### src/rtl/lc3b_types.sv
// Shared L2 cache types: line index, tag and line payload widths.
package lc3b_types;

  typedef logic [3:0]   lc3b_l2_index;
  typedef logic [7:0]   lc3b_l2_tag;
  typedef logic [127:0] lc3b_l2_line;

  localparam int L2_LINES = 16;

endpackage

### src/rtl/l2_meta_array.sv
// Per-line tag/valid/dirty storage for the direct-mapped L2.
// Two combinational read ports (current line and next line), one write port.
// valid/dirty clear asynchronously on reset; tags are left untouched.
module l2_meta_array
  import lc3b_types::*;
(
  input  logic       clk,
  input  logic       rst_n,
  input  logic       we,
  input  logic [3:0] windex,
  input  logic [7:0] wtag,
  input  logic       wvalid,
  input  logic       wdirty,
  input  logic [3:0] rindex,
  input  logic [3:0] rindex_n,
  output logic [7:0] rtag,
  output logic       rvalid,
  output logic       rdirty,
  output logic       rvalid_n
);

  lc3b_l2_tag            tag_q [L2_LINES];
  logic [L2_LINES-1:0]   valid_q;
  logic [L2_LINES-1:0]   dirty_q;

  // Tag storage: no reset, a line is only trusted once its valid bit is set.
  always_ff @(posedge clk) begin
    if (we) tag_q[windex] <= wtag;
  end

  // Valid/dirty bits with asynchronous clear.
  always_ff @(posedge clk or negedge rst_n) begin
    if (!rst_n) begin
      valid_q <= '0;
      dirty_q <= '0;
    end else if (we) begin
      valid_q[windex] <= wvalid;
      dirty_q[windex] <= wdirty;
    end
  end

  assign rtag     = tag_q[rindex];
  assign rvalid   = valid_q[rindex];
  assign rdirty   = dirty_q[rindex];
  assign rvalid_n = valid_q[rindex_n];

endmodule

### src/rtl/l2_cache_control.sv
// Direct-mapped L2 cache controller with writeback and next-line prefetch.
//
// state     | meaning
// IDLE      | waiting for an L1 read/write; latches the request
// TAG_CHECK | compare tag; hit answers L1, miss picks writeback or fill
// WRITEBACK | dirty victim line written to physical memory
// FILL      | requested line read from physical memory into the array
// PREFETCH  | line index+1 read from physical memory; L1 waits
module l2_cache_control
  import lc3b_types::*;
(
  input  logic         clk,
  input  logic         rst_n,
  input  logic         mem_read,
  input  logic         mem_write,
  input  logic [15:0]  mem_address,
  input  logic [127:0] mem_wdata,
  output logic [127:0] mem_rdata,
  output logic         mem_resp,
  output logic         pmem_read,
  output logic         pmem_write,
  output logic [15:0]  pmem_address,
  output logic [127:0] pmem_wdata,
  input  logic [127:0] pmem_rdata,
  input  logic         pmem_resp,
  output logic         array_write,
  output logic [3:0]   array_index,
  output logic [3:0]   array_index_n,
  output logic [127:0] array_datain,
  input  logic [127:0] array_dataout,
  input  logic [127:0] array_dataout_n
);

  typedef enum logic [2:0] {IDLE, TAG_CHECK, WRITEBACK, FILL, PREFETCH} state_t;

  state_t       state, state_next;
  lc3b_l2_tag   req_tag;
  lc3b_l2_index req_index;
  logic         req_write;
  lc3b_l2_line  req_wdata;
  logic         prefetch_pending, prefetch_set, prefetch_clr;
  logic [11:0]  pf_line;

  logic         meta_we, meta_wvalid, meta_wdirty;
  lc3b_l2_tag   meta_wtag, meta_tag;
  logic         meta_valid, meta_dirty, meta_valid_n;
  logic         hit;
  logic         unused_bits;

  l2_meta_array u_meta (
    .clk      (clk),
    .rst_n    (rst_n),
    .we       (meta_we),
    .windex   (array_index),
    .wtag     (meta_wtag),
    .wvalid   (meta_wvalid),
    .wdirty   (meta_wdirty),
    .rindex   (array_index),
    .rindex_n (array_index_n),
    .rtag     (meta_tag),
    .rvalid   (meta_valid),
    .rdirty   (meta_dirty),
    .rvalid_n (meta_valid_n)
  );

  // Next-line target; {tag,index}+1 wraps from 0xFFF to 0x000.
  assign pf_line       = {req_tag, req_index} + 12'd1;
  assign array_index_n = array_index + 4'd1;
  assign hit           = meta_valid && (meta_tag == req_tag);
  assign mem_rdata     = array_dataout;
  assign pmem_wdata    = array_dataout;
  // Offset bits and the next-line data port are not needed by the controller.
  assign unused_bits   = ^{mem_address[3:0], array_dataout_n};

  // State register and prefetch request flag.
  always_ff @(posedge clk or negedge rst_n) begin
    if (!rst_n) begin
      state            <= IDLE;
      prefetch_pending <= 1'b0;
    end else begin
      state <= state_next;
      if (prefetch_set)      prefetch_pending <= 1'b1;
      else if (prefetch_clr) prefetch_pending <= 1'b0;
    end
  end

  // Latch the L1 request when accepted; a simultaneous read+write is a write.
  always_ff @(posedge clk or negedge rst_n) begin
    if (!rst_n) begin
      req_tag   <= '0;
      req_index <= '0;
      req_write <= 1'b0;
      req_wdata <= '0;
    end else if (state == IDLE && (mem_read || mem_write)) begin
      req_tag   <= mem_address[15:8];
      req_index <= mem_address[7:4];
      req_write <= mem_write;
      req_wdata <= mem_wdata;
    end
  end

  // Next-state, memory handshakes and array/metadata updates.
  always_comb begin
    state_next   = state;
    mem_resp     = 1'b0;
    pmem_read    = 1'b0;
    pmem_write   = 1'b0;
    pmem_address = {req_tag, req_index, 4'h0};
    array_write  = 1'b0;
    array_datain = pmem_rdata;
    array_index  = req_index;
    meta_we      = 1'b0;
    meta_wtag    = req_tag;
    meta_wvalid  = 1'b1;
    meta_wdirty  = 1'b0;
    prefetch_set = 1'b0;
    prefetch_clr = 1'b0;
    case (state)
      IDLE: begin
        if (mem_read || mem_write) state_next = TAG_CHECK;
      end
      TAG_CHECK: begin
        if (hit) begin
          mem_resp = 1'b1;
          if (req_write) begin
            array_write  = 1'b1;
            array_datain = req_wdata;
            meta_we      = 1'b1;
            meta_wdirty  = 1'b1;
          end
          state_next = prefetch_pending ? PREFETCH : IDLE;
        end else if (meta_valid && meta_dirty) begin
          state_next = WRITEBACK;
        end else begin
          state_next = FILL;
        end
      end
      WRITEBACK: begin
        pmem_write   = 1'b1;
        pmem_address = {meta_tag, req_index, 4'h0};
        if (pmem_resp) begin
          meta_we    = 1'b1;
          meta_wtag  = meta_tag;
          state_next = FILL;
        end
      end
      FILL: begin
        pmem_read = 1'b1;
        if (pmem_resp) begin
          array_write  = 1'b1;
          meta_we      = 1'b1;
          prefetch_set = !req_write && !meta_valid_n;
          state_next   = TAG_CHECK;
        end
      end
      PREFETCH: begin
        array_index  = pf_line[3:0];
        pmem_read    = 1'b1;
        pmem_address = {pf_line, 4'h0};
        if (pmem_resp) begin
          array_write  = 1'b1;
          meta_we      = 1'b1;
          meta_wtag    = pf_line[11:4];
          prefetch_clr = 1'b1;
          state_next   = IDLE;
        end
      end
      default: state_next = IDLE;
    endcase
  end

endmodule

### config.mk
export PLATFORM = sky130hd
export DESIGN_NAME = l2_cache_control
export DESIGN_NICKNAME = d
export VERILOG_FILES = /design/src/rtl/lc3b_types.sv /design/src/rtl/l2_meta_array.sv /design/src/rtl/l2_cache_control.sv
export SDC_FILE = /design/constraint.sdc
export NUM_CORES = 1
export LEC_CHECK = 0
export CAP_MARGIN = 20
export CORE_AREA = 2 2 364 366
export DETAILED_ROUTE_END_ITERATION = 16
export DIE_AREA = 0 0 366 368
export PLACE_DENSITY = 0.39
export SYNTH_ARGS = -nofsm -noshare
export SYNTH_HDL_FRONTEND = slang
export SYNTH_SLANG_ARGS = --single-unit
export TNS_END_PERCENT = 30
### constraint.sdc
create_clock -name clk -period 6 [get_ports clk]
set_clock_uncertainty 0.1 [all_clocks]
set_input_delay 1.2 -clock clk [delete_from_list [all_inputs] [get_ports clk]]
set_output_delay 1.2 -clock clk [all_outputs]
set_load 0.01 [all_outputs]
Yosys cells after proc, flatten, opt, wreduce, memory -nomap -nowiden
Memory sizes are Yosys's and may differ from the RTL's.
Index checks and enable logic that the tools add are counted.
{ "word_totals": {"mem_count": 1, "out_inout_bits": 412, "reg_bits": 177, "input_bits": 533, "ramBits": 128, "elab_cells": 79} }
{ "classes": {"eq_ne": 9, "muxes": 42, "n_bitwise": 1, "addsub": 2, "magnitude_cmp": 3, "reduce_logical": 13} }
{ "mem_list": {"columns": ["memory", "depth", "width", "rd", "rd_ports_with_merged_regs", "write_ports", "line", "rtl"], "rows": [
  ["u_meta.tag_q", 16, 8, 1, 0, 1, "l2_meta_array.sv:22", "lc3b_l2_tag tag_q [L2_LINES];"]
]} }
{ "ops": {"columns": ["op", "n"], "rows": [
  ["$mux 128", 3],
  ["$pmux 16 s2", 1],
  ["$mux 1", 20],
  ["$mux 3", 6],
  ["$bwmux 16", 1],
  ["$mux 8", 2],
  ["$or 16x16->16", 1],
  ["$pmux 8 s2", 1],
  ["$pmux 3 s5", 1],
  ["$add 12x1->12 const B", 1],
  ["$bmux 1 s4", 3],
  ["$lt 4x5->1 const B", 2],
  ["$eq 8x8->1", 1],
  ["$eq 3x2->1 const B", 2],
  ["$ne 2x2->1 const B", 3],
  ["$logic_and 1x1->1", 5],
  ["$add 4x1->4 const B", 1],
  ["$demux 1 s4", 1],
  ["$ge 4x1->1 const B", 1],
  ["$mux 4", 1],
  ["$pmux 1 s2", 2],
  ["$reduce_and 4->1", 1],
  ["$eq 3x1->1 const B", 1],
  ["$eq 3x3->1 const B", 1],
  ["other kinds (7)", 8]
]} }

Longest topological paths before layout
Gate-level depths: netlist of the first run.
{ "depth": {"word_depth": 10, "ltp_mapped": 16, "ltp_nobuf": 11} }

Hierarchy
Synthesis of the first run repeated with hierarchy kept, for this count alone.
{ "hier_totals": {"cells_unflattened": 1168, "area_unflattened_um2": 16293.1} }
{ "by_module_without_submodules": {"columns": ["module", "instances", "area_per_inst_um2", "cells_each", "seq_area_each_um2"], "rows": [
  ["l2_cache_control", 1, 9806.9, 858, 3628.5],
  ["l2_meta_array", 1, 6486.2, 310, 4644.5]
]} }

Least setup slack after synthesis of the first run
No wires, ideal clock.
{ "synth_path": {"kind": "reg-to-output", "startpoint": "register req_index[1]", "endpoint": "output port array_datain[100]", "arrival_time_ns": 3.404, "n_path_buf": 5, "slack_ns": 1.296, "stages_incl_launch_ff": 16, "t_required_ns": 4.700, "cell_sequence": "dfrtp_1 ha_1 clkbuf_1 buf_2 buf_1 mux2i_1 a211oi_1 o21ai_0 o221ai_1 o31ai_4 xnor2_1 nor4b_4 nand4_2 buf_6 buf_6 mux2_4"} }
{ "synth_between": {"elab_chain_cells": 7, "elab_cells_between_ends": 9, "cone_classes": "add/sub: 1; eq/ne: 1; mux: 5; reduce/logical: 1; memory: 1"} }
{ "synth_rtl": {"columns": ["item", "line", "rtl"], "rows": [
  ["start, declared", "l2_cache_control.sv:38", "lc3b_l2_index req_index;"],
  ["start signal, assigned", "l2_cache_control.sv:96", "req_index <= mem_address[7:4];"],
  ["$add 12x1->12", "l2_cache_control.sv:67", "assign pf_line = {req_tag, req_index} + 12'd1;"],
  ["$mux 4 *", "l2_cache_control.sv:118", "case (state)"],
  ["$mem_v2 16x8 / $bmux 1 s4 (equally long branches)", null, null],
  ["$eq 8x8->1 / $mux 1 (equally long branches)", "l2_cache_control.sv:69, l2_meta_array.sv:43", null],
  ["$logic_and 1x1->1 *", "l2_cache_control.sv:69", "assign hit = meta_valid && (meta_tag == req_tag);"],
  ["$mux 128 *", "l2_cache_control.sv:123", "if (hit) begin"],
  ["$mux 128 *", "l2_cache_control.sv:118", null],
  ["end, declared", "l2_cache_control.sv:29", "output logic [127:0] array_datain,"]
]} }
Every way passes the cells marked *; elsewhere a longest branch is shown, timed or not. The select of a mux whose other input is x is not followed.

Worst setup path after layout of the first run
{ "layout_path": {"startpoint": "register req_index[1]", "endpoint": "output port array_datain[56]"} }
The elaborated chain is that of the path after synthesis.

==> out/metrics.csv, run 1 <==
stage,metric,value,unit
min_path,Hold Crit Class,reg -> reg,
power_and_ir_drop,Leakage,9.30,nW
timing,Final Hold Vio Count,0,
power_and_ir_drop,Clock power frac,22.7,%
synthesis,"area leader, netlist",dfrtp_1,
synthesis,Syn Inst Count,1443,
finish,final non-filler cell total,3409,
floorplan,row cnt,133,
clock_tree,CTS Buf Count,36,
finish,post-route cell area,23900,sq um
worst_setup_path,"critical path fanouts, max",29,
clock_tree,CTS tree,done,
floorplan,die width,366,um
clock_tree,number of H-tree levels,2,
synthesis,yosys warns,0,
synthesis,Post-synth EDFFs,128,
worst_setup_path,cell mode on critical path,buf_12,
global_route,vias in the first global route,13000,
global_route,first-pass GRT wire length,105000,um
floorplan,Starting Density,13.7,%
worst_setup_path,Setup CP Type,reg -> out,
clock_tree,Root Buffer,clkbuf_16,
global_route,initial antenna violation count,21,
synthesis,synth top area cells,"dfrtp_1 25%, edfxtp_1 21%, mux2_2 12%, buf_4 11%, mux2_4 6.7%",
finish,fillcell total,14400,
timing,maximum clock frequency,167,MHz
synthesis,post-synthesis sequential area ratio,46.2,%
power_and_ir_drop,net load switching power,3.61,mW
flow_run,max cap viols,0,
worst_setup_path,cell family with most CP delay,simple AND/OR/NAND/NOR gates,
synthesis,asr flop ratio synth,58.0,%
outcome,status,completed,
synthesis,post-synthesis mux area share,26.6,%
placement,dpl cells,3329,
detailed_routing,via density per instance,3.56,
power_and_ir_drop,Switching Share,36.0,%
worst_setup_path,slowest CP cell,or4_4,
power_and_ir_drop,power per cell area,420,nW/um^2
worst_setup_path,Worst Setup Start Kind,flop,
placement,IO buf count,424,
timing,crit share post-route,99.8,%
synthesis,leading cell type by number of instances after synthesis,buf_4,
power_and_ir_drop,Combinational Power Share,43.8,%
clock_tree,worst-skew pair later-pin latency,0.56,ns
finish,utilization after layout,18.3,%
floorplan,chip height,368,um
synthesis,top-area cell type share of the netlist area,24.7,%
synthesis,Synth Area in Adders,0.349,%
timing,min Tclk post-route,5.99,ns
detailed_routing,antenna violation net count after detailed routing,0,
synthesis,"Distinct cells, synth",67,
finish,Layout Area Growth over Synthesis,33.4,%
global_route,Overall Global Routing Usage,10.8,%
timing,final setup vio count,0,
timing,RSZ-0062 raised after global routing,true,
worst_setup_path,worst path buffer plus inverter count,7,
detailed_routing,Post-Route WL,75600,um
synthesis,complex-gate fraction of the synthesized area,6.43,%
synthesis,main combinational cell family by area after synthesis,multiplexers,
placement,DP Area,22600,sq um
floorplan,die area,135000,sq um
finish,layout cell share with drive strength beyond 1,30.4,%
timing,final slew viol count,0,
clock_tree,CTS Hold Buffers Added,0,
finish,multi-input logic area,7320,sq um
finish,Final nets,2163,
global_route,grt ovf,0,
synthesis,Synth top cells by count,"263 x buf_4, 196 x mux2_2, 177 x dfrtp_1, 128 x edfxtp_1, 87 x mux2i_1",
power_and_ir_drop,VDD IR max,0.000235,V
clock_tree,Sinks on Clock Net,305,
floorplan,core footprint,131000,sq um
clock_tree,CTS max path bufs,3,
power_and_ir_drop,Seq pwr share,33.5,%
worst_setup_path,critical path arrival,4.69,ns
synthesis,Synth Flop Type,dfrtp_1,
detailed_routing,drt drc,0,
placement,GPL Wtd Cong,0.801,
worst_setup_path,crit end category,primary output,
synthesis,Synth Area in XOR/XNOR,1.18,%
timing,Worst-Margin Slew,1.07,ns
synthesis,Synth Register Bits,305,
timing,Slew HR,28.6,%
worst_setup_path,Critical Path Max Stage Delay,0.56,ns
worst_setup_path,CP required,4.70,ns
global_route,largest net degree at the start of global routing,112,
power_and_ir_drop,P_int,6.42,mW
placement,Detail Placement HPWL,59300,um
worst_setup_path,critical path cell sequence,"ha_4, and4bb_1, xnor2_2, buf_6, inv_4, buf_8, or4_4, a21oi_4, a31oi_4, xnor2_2, nor4b_4, nand4_4, buf_12, buf_12, buf_12, mux2_4, dlygate4sd2_1",
clock_tree,clock slew at reported path FFs,0.06,ns
detailed_routing,number of DRC markers in iteration 0,562,
synthesis,post-synthesis simple-gate area fraction,5.12,%
finish,Register Area,8280,sq um
floorplan,Top Ports,945,
detailed_routing,via count,12100,
detailed_routing,DR pass1 iterations,4,
detailed_routing,drt wl/cell,22.2,um
synthesis,"Cell Area, Synth",17900,sq um
synthesis,Mapped Avg Cell Area,12.4,sq um
[power by group through the flow]
| stage | Combinational (mW) | Sequential [mW] | Clock (mW) |
|---|---|---|---|
| 2_1_floorplan | 2.74 | 3.20 | 0 |
| 3_3_place_gp | 4.10 | 3.38 | 0 |
| 3_5_place_dp | 4.15 | 3.40 | 0 |
| 4_1_cts | 4.40 | 3.37 | 2.38 |
| 5_1_grt | 4.75 | 3.44 | 2.44 |
| 6_report | 4.39 | 3.36 | 2.28 |
[registers in the layout, indices dropped and copies added, names as in the netlist, 3 cells and up]
register,flops
req_index,4
req_tag,8
req_wdata,128
state,3
u_meta.dirty_q,16
u_meta.tag_q,128
u_meta.valid_q,16
[placed cells by master (no fill, tap or decap), drive strengths merged, types with 5 or more instances in the layout]
cell	instances
a2111oi	12
a32o	6
o211ai	7
dfrtp	177
clkdlybuf4s50	295
edfxtp	128
dlygate4sd2	84
buf	68
inv	26
clkinv	9
nand2	81
a21oi	38
nor3	9
mux2i	87
xnor2	18
o21ai	46
a31oi	18
a21o	6
mux2	276
and4	10
nand3	12
clkbuf	78
ha	5
a211oi	11
mux4	22
clkdlybuf4s15	6
dlymetal6s2s	9
nor2	24
nor2b	14
nand4	8
[metal layers]
metal | GRT usage, % | part of all wire [%] | wire (um)
met1 | 10.1 | 32 | 24300
met2 | 19.9 | 52 | 39000
met3 | 5.42 | 12 | 9100
met4 | 3.96 | 4.2 | 3160
met5 | 0 | 0.058 | 44
[layout make-up]
cell class	count	share of cell area [%]
tap	1755	9.19
clock buffer	49	4.19
antenna	2	0.0209
sequential	305	34.6
inverter	25	0.419
clock inverter	16	0.785
multi-input combinational	764	30.7
timing repair buffer	493	20.1
[worst register-to-register path, cell delays in order (launching register included)]
cell and delay (ns):
dfrtp_2 0.44, ha_4 0.20, and4bb_1 0.23, xnor2_2 0.17
buf_6 0.14, inv_4 0.08, buf_8 0.17, or4_4 0.56
a21oi_4 0.17, a31oi_4 0.08, xnor2_2 0.19, nor4b_4 0.40
nand4_4 0.20, buf_12 0.22, buf_4 0.29, a21oi_2 0.64
[stage by stage]
| step | power (mW) | hold slack, ns | setup TNS, ns | setup slack [ns] |
|---|---|---|---|---|
| floorplan | 5.94 | 0.345 | 0 | 1.30 |
| global placement | 7.48 | 0.386 | -0.174 | -0.0290 |
| detailed placement | 7.55 | 0.393 | 0 | 0.00918 |
| CTS | 10.2 | 0.406 | -0.127 | -0.127 |
| global route | 10.6 | 0.420 | -4.30 | -0.175 |
| finish | 10.0 | 0.404 | 0 | 0.0133 |
[logic make-up (layout without fill, tap and decap cells)]
family / Yosys count / in the layout
flops: 305 / 305
other cells: 1 / 6
compound gates: 170 / 170
buf+inv: 377 / 583
xor+xnor: 22 / 22
mux: 385 / 385
fa+ha+maj: 5 / 5
simple gates: 178 / 178
[worst paths after layout]
path / start / endpoint / slack [ns] / cells past startpoint
setup / recovery: req_index[1]$_DFFE_PN0P_ / array_datain[56] / 0.01 / 17
hold / removal: u_meta.dirty_q[1]$_DFFE_PN0P_ / u_meta.dirty_q[1]$_DFFE_PN0P_ / 0.40 / 2
setup reg to reg: req_index[1]$_DFFE_PN0P_ / u_meta.tag_q[9][3]$_DFFE_PP_ / 1.34 / 15
hold reg to reg: u_meta.dirty_q[1]$_DFFE_PN0P_ / u_meta.dirty_q[1]$_DFFE_PN0P_ / 0.40 / 2
max in group asynchronous: rst_n / req_index[0]$_DFFE_PN0P_ / 4.00 / 2
min in group asynchronous: rst_n / req_wdata[50]$_DFFE_PN0P_ / 0.64 / 1
[timing repair]
action,4_1_cts,5_1_grt
buffers inserted,7,4
gates resized for setup,144,90
endpoints found under the setup margin,129,119
cloned,2,0
pin swaps,9,6
No activity file was read; power rests on OpenSTA's default activity.
==> run 2, diff against run 1 <==
CORE_AREA = 2 2 370 372   (was 2 2 364 366)
CTS_BUF_LIST = sky130_fd_sc_hd__clkbuf_4 sky130_fd_sc_hd__clkbuf_8   (was unset)
DIE_AREA = 0 0 372 374   (was 0 0 366 368)
clock period = 6.35 ns   (was 6 ns; I/O delays follow)
==> run 2 against run 1 <==
  * Sequential cell count did not move
  * Largest cell class unchanged
  * Cell count up 2.0%
  * Highest routed layer unchanged
  * Critical path type unchanged
  * Sequential power decreased by 5%
  * Global-route usage up 0.20 points
  * Register-to-register slack improved by 0.47 ns
  * Sequential share of layout area is 0.42 points lower
==> out/metrics.csv, run 2 (synthesized netlist as in run 1, its figures left out) <==
stage,metric,value,unit,change
min_path,hold endpoint,req_wdata[42]$_DFFE_PN0P_,,
clock_tree,Root Buffer,clkbuf_8,,
placement,Detail Placement HPWL,62700,um,+5.7%
clock_tree,CTS max path bufs,3,,unchanged
timing,final slew viol count,0,,unchanged
worst_setup_path,critical path arrival,4.84,ns,+0.15 ns
timing,RSZ-0062 raised after global routing,false,,
clock_tree,number of H-tree levels,2,,unchanged
placement,GPL Wtd Cong,0.798,,-0.31%
finish,post-route cell area,24200,sq um,+1.3%
finish,fillcell total,14600,,+1.6%
finish,most frequent cells in the layout,"405 x clkdlybuf4s50_1, 196 x mux2_2, 172 x dfrtp_1, 128 x edfxtp_1, 85 x mux2i_1",,
global_route,Top Usage Layer GRT,met2,,
placement,IO buf count,424,,unchanged
worst_setup_path,Worst Setup Start Kind,flop,,
min_path,Hold Crit Class,reg -> reg,,
global_route,first-pass GRT wire length,108000,um,+3.1%
worst_setup_path,crit end category,primary output,,
timing,min Tclk post-route,6.21,ns,
min_path,hold depth,1,,-1
global_route,Overall Global Routing Usage,11.0,%,+0.20 points
finish,Layout Area Growth over Synthesis,35.1,%,
detailed_routing,DR pass1 iterations,4,,unchanged
timing,Slew HR,29.9,%,+1.3 points
clock_tree,CTS Buf Count,54,,+50%
flow_run,max cap viols,0,,unchanged
floorplan,row cnt,135,,+1.5%
global_route,initial antenna violation count,21,,unchanged
global_route,GR Util met2,19.7,%,-0.19 points
power_and_ir_drop,power per cell area,388,nW/um^2,-7.5%
worst_setup_path,"critical path fanouts, max",19,,-34%
global_route,largest net degree at the start of global routing,92,,-18%
power_and_ir_drop,VDD IR max,0.000166,V,-30%
timing,final setup vio count,0,,unchanged
floorplan,die area,139000,sq um,+3.3%
finish,"commonest non-fill, non-tap cell in the layout",clkdlybuf4s50_1,,
timing,crit share post-route,97.7,%,
clock_tree,worst-skew pair later-pin latency,0.69,ns,+0.13 ns
worst_setup_path,worst reg-to-reg setup slack,1.81,ns,+0.47 ns
detailed_routing,drt wl/cell,23.2,um,+4.5%
finish,top flop regs,"req_wdata (128), u_meta.tag_q (128)",,
detailed_routing,drt drc,0,,unchanged
finish,Final nets,2188,,+1.2%
timing,Final Hold Vio Count,0,,unchanged
floorplan,die width,372,um,+1.6%
timing,Worst-Margin Slew,1.05,ns,-0.0217 ns
detailed_routing,antenna violation net count after detailed routing,0,,unchanged
placement,DP Area,22600,sq um,+0.14%
worst_setup_path,Reg2Reg Capture Point,u_meta.tag_q[0][0]$_DFFE_PP_,,
clock_tree,clock slew at reported path FFs,0.06,ns,about the same
outcome,status,completed,,
global_route,grt ovf,0,,unchanged
min_path,hold wc startpoint,req_wdata[42]$_DFFE_PN0P_,,
clock_tree,CTS tree,done,,
worst_setup_path,CP required,4.98,ns,+0.28 ns
floorplan,core footprint,135000,sq um,+3.2%
floorplan,Starting Density,13.3,%,-0.42 points
worst_setup_path,Setup CP Type,reg -> out,,
timing,post-route setup TNS,0,ns,unchanged
floorplan,chip height,374,um,+1.6%
worst_setup_path,R2R cell count,14,,-1
clock_tree,Sinks on Clock Net,305,,unchanged
worst_setup_path,Critical R2R Launch,req_index[0]$_DFFE_PN0P_,,
detailed_routing,Post-Route WL,80600,um,+6.6%
timing,maximum clock frequency,161,MHz,
global_route,met1 Use GR,11.0,%,+0.88 points
clock_tree,CTS Hold Buffers Added,0,,unchanged
detailed_routing,number of DRC markers in iteration 0,529,,-5.9%
global_route,met3 usage,5.03,%,-0.39 points
detailed_routing,via density per instance,3.53,,-0.73%
finish,layout cell share with drive strength beyond 1,30.9,%,+0.41 points
floorplan,Top Ports,945,,unchanged
power_and_ir_drop,Leakage,9.29,nW,about the same
detailed_routing,via count,12300,,+1.3%
global_route,vias in the first global route,13100,,+0.45%
## run 2: stage by stage
step / utilization, % / hold slack [ns] / power (mW) / worst slack, ns / instances
global route: 17.9 / 0.417 / 9.98 / 0.00140 / 3476
CTS: 17.8 / 0.406 / 9.44 / 0.00212 / 3471
global placement: 16.7 / 0.385 / 7.09 / 0.153 / 3359
finish: 17.9 / 0.403 / 9.39 / 0.144 / 3477
floorplan: - / 0.345 / 5.61 / 1.58 / 1446
detailed placement: 16.8 / 0.393 / 7.17 / 0.0467 / 3360
## run 2: worst max-delay path by stage
stage	slack [ns]	endpoint	cells past startpoint	startpoint
finish	0.14	array_datain[54]	15	req_index[0]$_DFFE_PN0P_
global route	0.001	array_datain[54]	15	req_index[0]$_DFFE_PN0P_
CTS	0.002	array_datain[41]	15	req_index[0]$_DFFE_PN0P_
detailed placement	0.05	array_datain[107]	13	state[0]$_DFFE_PN0P_
global placement	0.15	array_datain[107]	13	state[0]$_DFFE_PN0P_
floorplan	1.58	array_datain[100]	15	req_index[1]$_DFFE_PN0P_
## run 2: per-layer routing
metal | routed length, um | share of wire, %
met1 | 27400 | 34
met5 | 54 | 0.067
met4 | 3170 | 3.9
met3 | 9140 | 11
met2 | 40800 | 51
## run 2: what timing repair did
action / 4_1_cts / 5_1_grt
pin swaps: 5 / 4
cloned: 1 / 3
endpoints found under the setup margin: 130 / 126
resized for setup: 23 / 41
setup buffers: 9 / 2
## run 2: where the power goes
| part | leakage [nW] | internal, mW | switching [mW] |
|---|---|---|---|
| clock | 0.621 | 1.11 | 0.924 |
| sequential | 3.21 | 2.79 | 0.412 |
| combinational | 5.47 | 1.97 | 2.18 |
## run 2: cell type report
type | count | area, sq um | area share [%]
flip-flops and latches | 305 | 8280 | 34.2
multi-input cells | 765 | 7300 | 30.2
repair buffers | 499 | 5110 | 21.1
well taps | 1781 | 2230 | 9.21
clock buffers | 84 | 1020 | 4.23
clock inverters | 17 | 153 | 0.631
inverters | 25 | 104 | 0.429
diodes | 1 | 2.50 | 0.0103
## run 2: critical path: stages, from the launching register on
cell             delay [ns]
dfrtp_2                0.43
ha_4                   0.20
and4bb_1               0.23
xnor2_2                0.14
buf_4                  0.16
buf_12                 0.16
or4_1                  0.57
a21oi_2                0.18
a31oi_2                0.10
xnor2_2                0.22
nor4b_4                0.35
nand4_4                0.15
buf_12                 0.20
buf_12                 0.18
mux2_4                 0.32
clkdlybuf4s50_1        0.51
==> run 3, diff against run 2 <==
CORE_AREA = 2 2 368 370   (was 2 2 370 372)
DIE_AREA = 0 0 370 372   (was 0 0 372 374)
PLACE_DENSITY = unset   (was 0.39)
PLACE_DENSITY_LB_ADDON = 0.08   (was unset)
clock period = 8.02 ns   (was 6.35 ns; I/O delays follow)
==> run 3 against run 2 <==
  * Combinational power fell by 26%
  * Sequential power decreased by 21%
  * Clock power decreased by 9%
  * Global-route usage increased by 0.13 points
  * Total power shrank 21%
  * Cell count down 0.55%
  * Die area down 1.1%
  * Routed wire length fell by 3.2%
  * Sequential share of layout area rose by 0.65 points
  * Largest power group unchanged
==> out/metrics.csv, run 3 (synthesized netlist as in run 1, its figures left out) <==
stage,metric,value,unit,change
clock_tree,number of H-tree levels,3,,+1
worst_setup_path,CP Depth,13,,-2
clock_tree,CTS Hold Buffers Added,0,,unchanged
finish,most frequent cells in the layout,"423 x clkdlybuf4s50_1, 196 x mux2_2, 175 x dfrtp_1, 128 x edfxtp_1, 87 x mux2i_1",,
clock_tree,CTS tree,done,,
finish,top flop regs,"req_wdata (128), u_meta.tag_q (128)",,
global_route,vias in the first global route,13400,,+2.5%
min_path,hold endpoint,req_wdata[0]$_DFFE_PN0P_,,
power_and_ir_drop,Leakage,8.91,nW,-4.1%
floorplan,Starting Density,13.3,%,+0.067 points
detailed_routing,drt drc,0,,unchanged
timing,maximum clock frequency,129,MHz,
worst_setup_path,critical path arrival,6.06,ns,+1.22 ns
detailed_routing,Post-Route WL,78000,um,-3.2%
finish,Layout Area Growth over Synthesis,32.5,%,
timing,final setup vio count,0,,unchanged
detailed_routing,number of DRC markers in iteration 0,501,,-5.3%
global_route,Overall Global Routing Usage,11.1,%,+0.13 points
global_route,largest net degree at the start of global routing,142,,+54%
placement,IO buf count,424,,unchanged
floorplan,chip height,372,um,-0.53%
floorplan,Top Ports,945,,unchanged
floorplan,core footprint,134000,sq um,-0.50%
power_and_ir_drop,power per cell area,314,nW/um^2,-19%
min_path,Hold Crit Class,reg -> reg,,
finish,"commonest non-fill, non-tap cell in the layout",clkdlybuf4s50_1,,
placement,Detail Placement HPWL,57100,um,-8.9%
power_and_ir_drop,Switching Share,38.2,%,+0.74 points
finish,Register Area,8280,sq um,about the same
flow_run,max cap viols,0,,unchanged
worst_setup_path,"critical path fanouts, max",111,,+92
clock_tree,worst-skew pair later-pin latency,0.69,ns,about the same
min_path,hold wc startpoint,req_wdata[0]$_DFFE_PN0P_,,
timing,crit share post-route,96.8,%,
worst_setup_path,cell family with most CP delay,simple AND/OR/NAND/NOR gates,,
worst_setup_path,Reg2Reg Capture Point,u_meta.tag_q[11][5]$_DFFE_PP_,,
floorplan,die width,370,um,-0.54%
placement,dpl cells,3334,,-0.77%
global_route,initial antenna violation count,26,,+24%
power_and_ir_drop,P_int,4.61,mW,-22%
power_and_ir_drop,Seq pwr share,34.1,%,about the same
clock_tree,CTS Buf Count,69,,+28%
power_and_ir_drop,Clock power frac,24.8,%,+3.1 points
floorplan,row cnt,135,,unchanged
floorplan,die area,138000,sq um,-1.1%
worst_setup_path,worst path buffer plus inverter count,4,,-1
worst_setup_path,R2R cell count,13,,-1
worst_setup_path,CP required,6.32,ns,+1.34 ns
timing,Slew HR,30.7,%,+0.83 points
worst_setup_path,Critical Path Max Stage Delay,0.76,ns,+0.19 ns
timing,post-route setup TNS,0,ns,unchanged
power_and_ir_drop,net load switching power,2.85,mW,-19%
worst_setup_path,Critical Path Start,state[0]$_DFFE_PN0P_,,
worst_setup_path,cell mode on critical path,buf_4,,
detailed_routing,via count,12100,,-1.8%
finish,Final nets,2162,,-1.2%
clock_tree,CTS max path bufs,3,,unchanged
timing,Worst-Margin Slew,1.04,ns,-0.0102 ns
detailed_routing,via density per instance,3.49,,-1.2%
finish,fillcell total,14700,,+0.67%
worst_setup_path,Critical R2R Launch,state[0]$_DFFE_PN0P_,,
finish,multi-input logic area,7200,sq um,-1.4%
min_path,hold depth,1,,unchanged
worst_setup_path,crit end category,primary output,,
timing,RSZ-0062 raised after global routing,false,,
clock_tree,clock slew at reported path FFs,0.05,ns,about the same
power_and_ir_drop,VDD IR max,0.000168,V,+1.3%
detailed_routing,antenna violation net count after detailed routing,0,,unchanged
placement,GPL Wtd Cong,0.714,,-11%
clock_tree,Sinks on Clock Net,305,,unchanged
detailed_routing,DR pass1 iterations,5,,+1
clock_tree,Root Buffer,clkbuf_8,,
worst_setup_path,Setup CP Type,reg -> out,,
finish,layout cell share with drive strength beyond 1,29.0,%,-1.9 points
detailed_routing,drt wl/cell,22.6,um,-2.6%
timing,Final Hold Vio Count,0,,unchanged
global_route,grt ovf,0,,unchanged
timing,min Tclk post-route,7.76,ns,
worst_setup_path,Worst Setup Start Kind,flop,,
finish,final non-filler cell total,3458,,-0.55%
global_route,first-pass GRT wire length,107000,um,-0.69%
worst_setup_path,critical path cell sequence,"or3b_2, buf_4, xnor2_4, buf_4, nor2_1, a32oi_1, a31oi_1, xnor2_1, nor4b_4, nand4_4, buf_12, mux2_2, clkdlybuf4s50_1",,
worst_setup_path,slowest CP cell,or3b_2,,
outcome,status,completed,,
finish,utilization after layout,17.7,%,-0.25 points
timing,hold_ws,0.402,ns,-0.000232 ns
timing,final slew viol count,0,,unchanged
worst_setup_path,worst reg-to-reg setup slack,2.29,ns,+0.48 ns
power_and_ir_drop,Combinational Power Share,41.1,%,-3.1 points
[run 3: changes by cell type in the layout (fill, tap and decap cells not counted), moves of 6 or more]
cell             change
buf_12              -10
clkbuf_8            +19
dlymetal6s2s_1      -17
clkdlybuf4s50_1     +18
clkbuf_4             -6
buf_4               -21
[run 3: worst register-to-register path, stage by stage (launching register included)]
cell and delay, ns:
dfrtp_1 0.50, or3b_2 0.77, buf_4 0.30, xnor2_4 0.14, buf_4 0.24, nor2_1 0.18, a32oi_1 0.18, a31oi_1 0.62
xnor2_1 0.25, nor4b_4 0.42, nand4_4 0.17, buf_4 0.33, buf_4 0.39, a21oi_2 0.73
[run 3: layer usage]
layer,global-route usage [%],part of all wire [%],up-vias,wire length (um)
met5,0.385,0.40,-,310
met4,4.62,3.2,40,2520
met3,6.79,13,197,10500
met2,18.0,47,577,36600
met1,11.5,36,5922,28100
li1,-,-,5329,-
[run 3: repair_timing]
action	in CTS	in global routing
buffers inserted	0	0
resized for setup	0	1
endpoints found under the setup margin	0	8
[run 3: per-stage QoR]
step	setup slack [ns]	area [sq um]	power (mW)
2_1_floorplan	2.91	17900	4.44
3_3_place_gp	0.966	22300	5.71
3_5_place_dp	1.01	22300	5.74
4_1_cts	0.170	23700	7.71
5_1_grt	0.0264	23700	8.02
6_report	0.257	23700	7.45
[run 3: power by group through the flow]
| stage | Clock, mW | Sequential [mW] | Combinational [mW] |
|---|---|---|---|
| after floorplan | 0 | 2.40 | 2.05 |
| after global placement | 0 | 2.57 | 3.15 |
| after detailed placement | 0 | 2.57 | 3.18 |
| after CTS | 1.98 | 2.56 | 3.18 |
| after global routing | 2.03 | 2.62 | 3.37 |
| final | 1.85 | 2.54 | 3.06 |
[run 3: how the worst max path moves through the flow]
| stage | endpoint |
|---|---|
| floorplan | array_datain[100] |
| global placement | array_datain[15] |
| detailed placement | array_datain[15] |
| CTS | array_datain[15] |
| global route | array_datain[8] |
| finish | array_datain[41] |
[run 3: area by class of cell]
type                            count  share of cell area, %
Inverter                           25                  0.395
Clock buffer                       97                   5.23
Antenna cell                        4                 0.0422
Sequential cell                   305                   34.9
Multi-Input combinational cell    764                   30.3
Timing Repair Buffer              459                   19.1
Clock inverter                     23                  0.638
Tap cell                         1781                   9.39
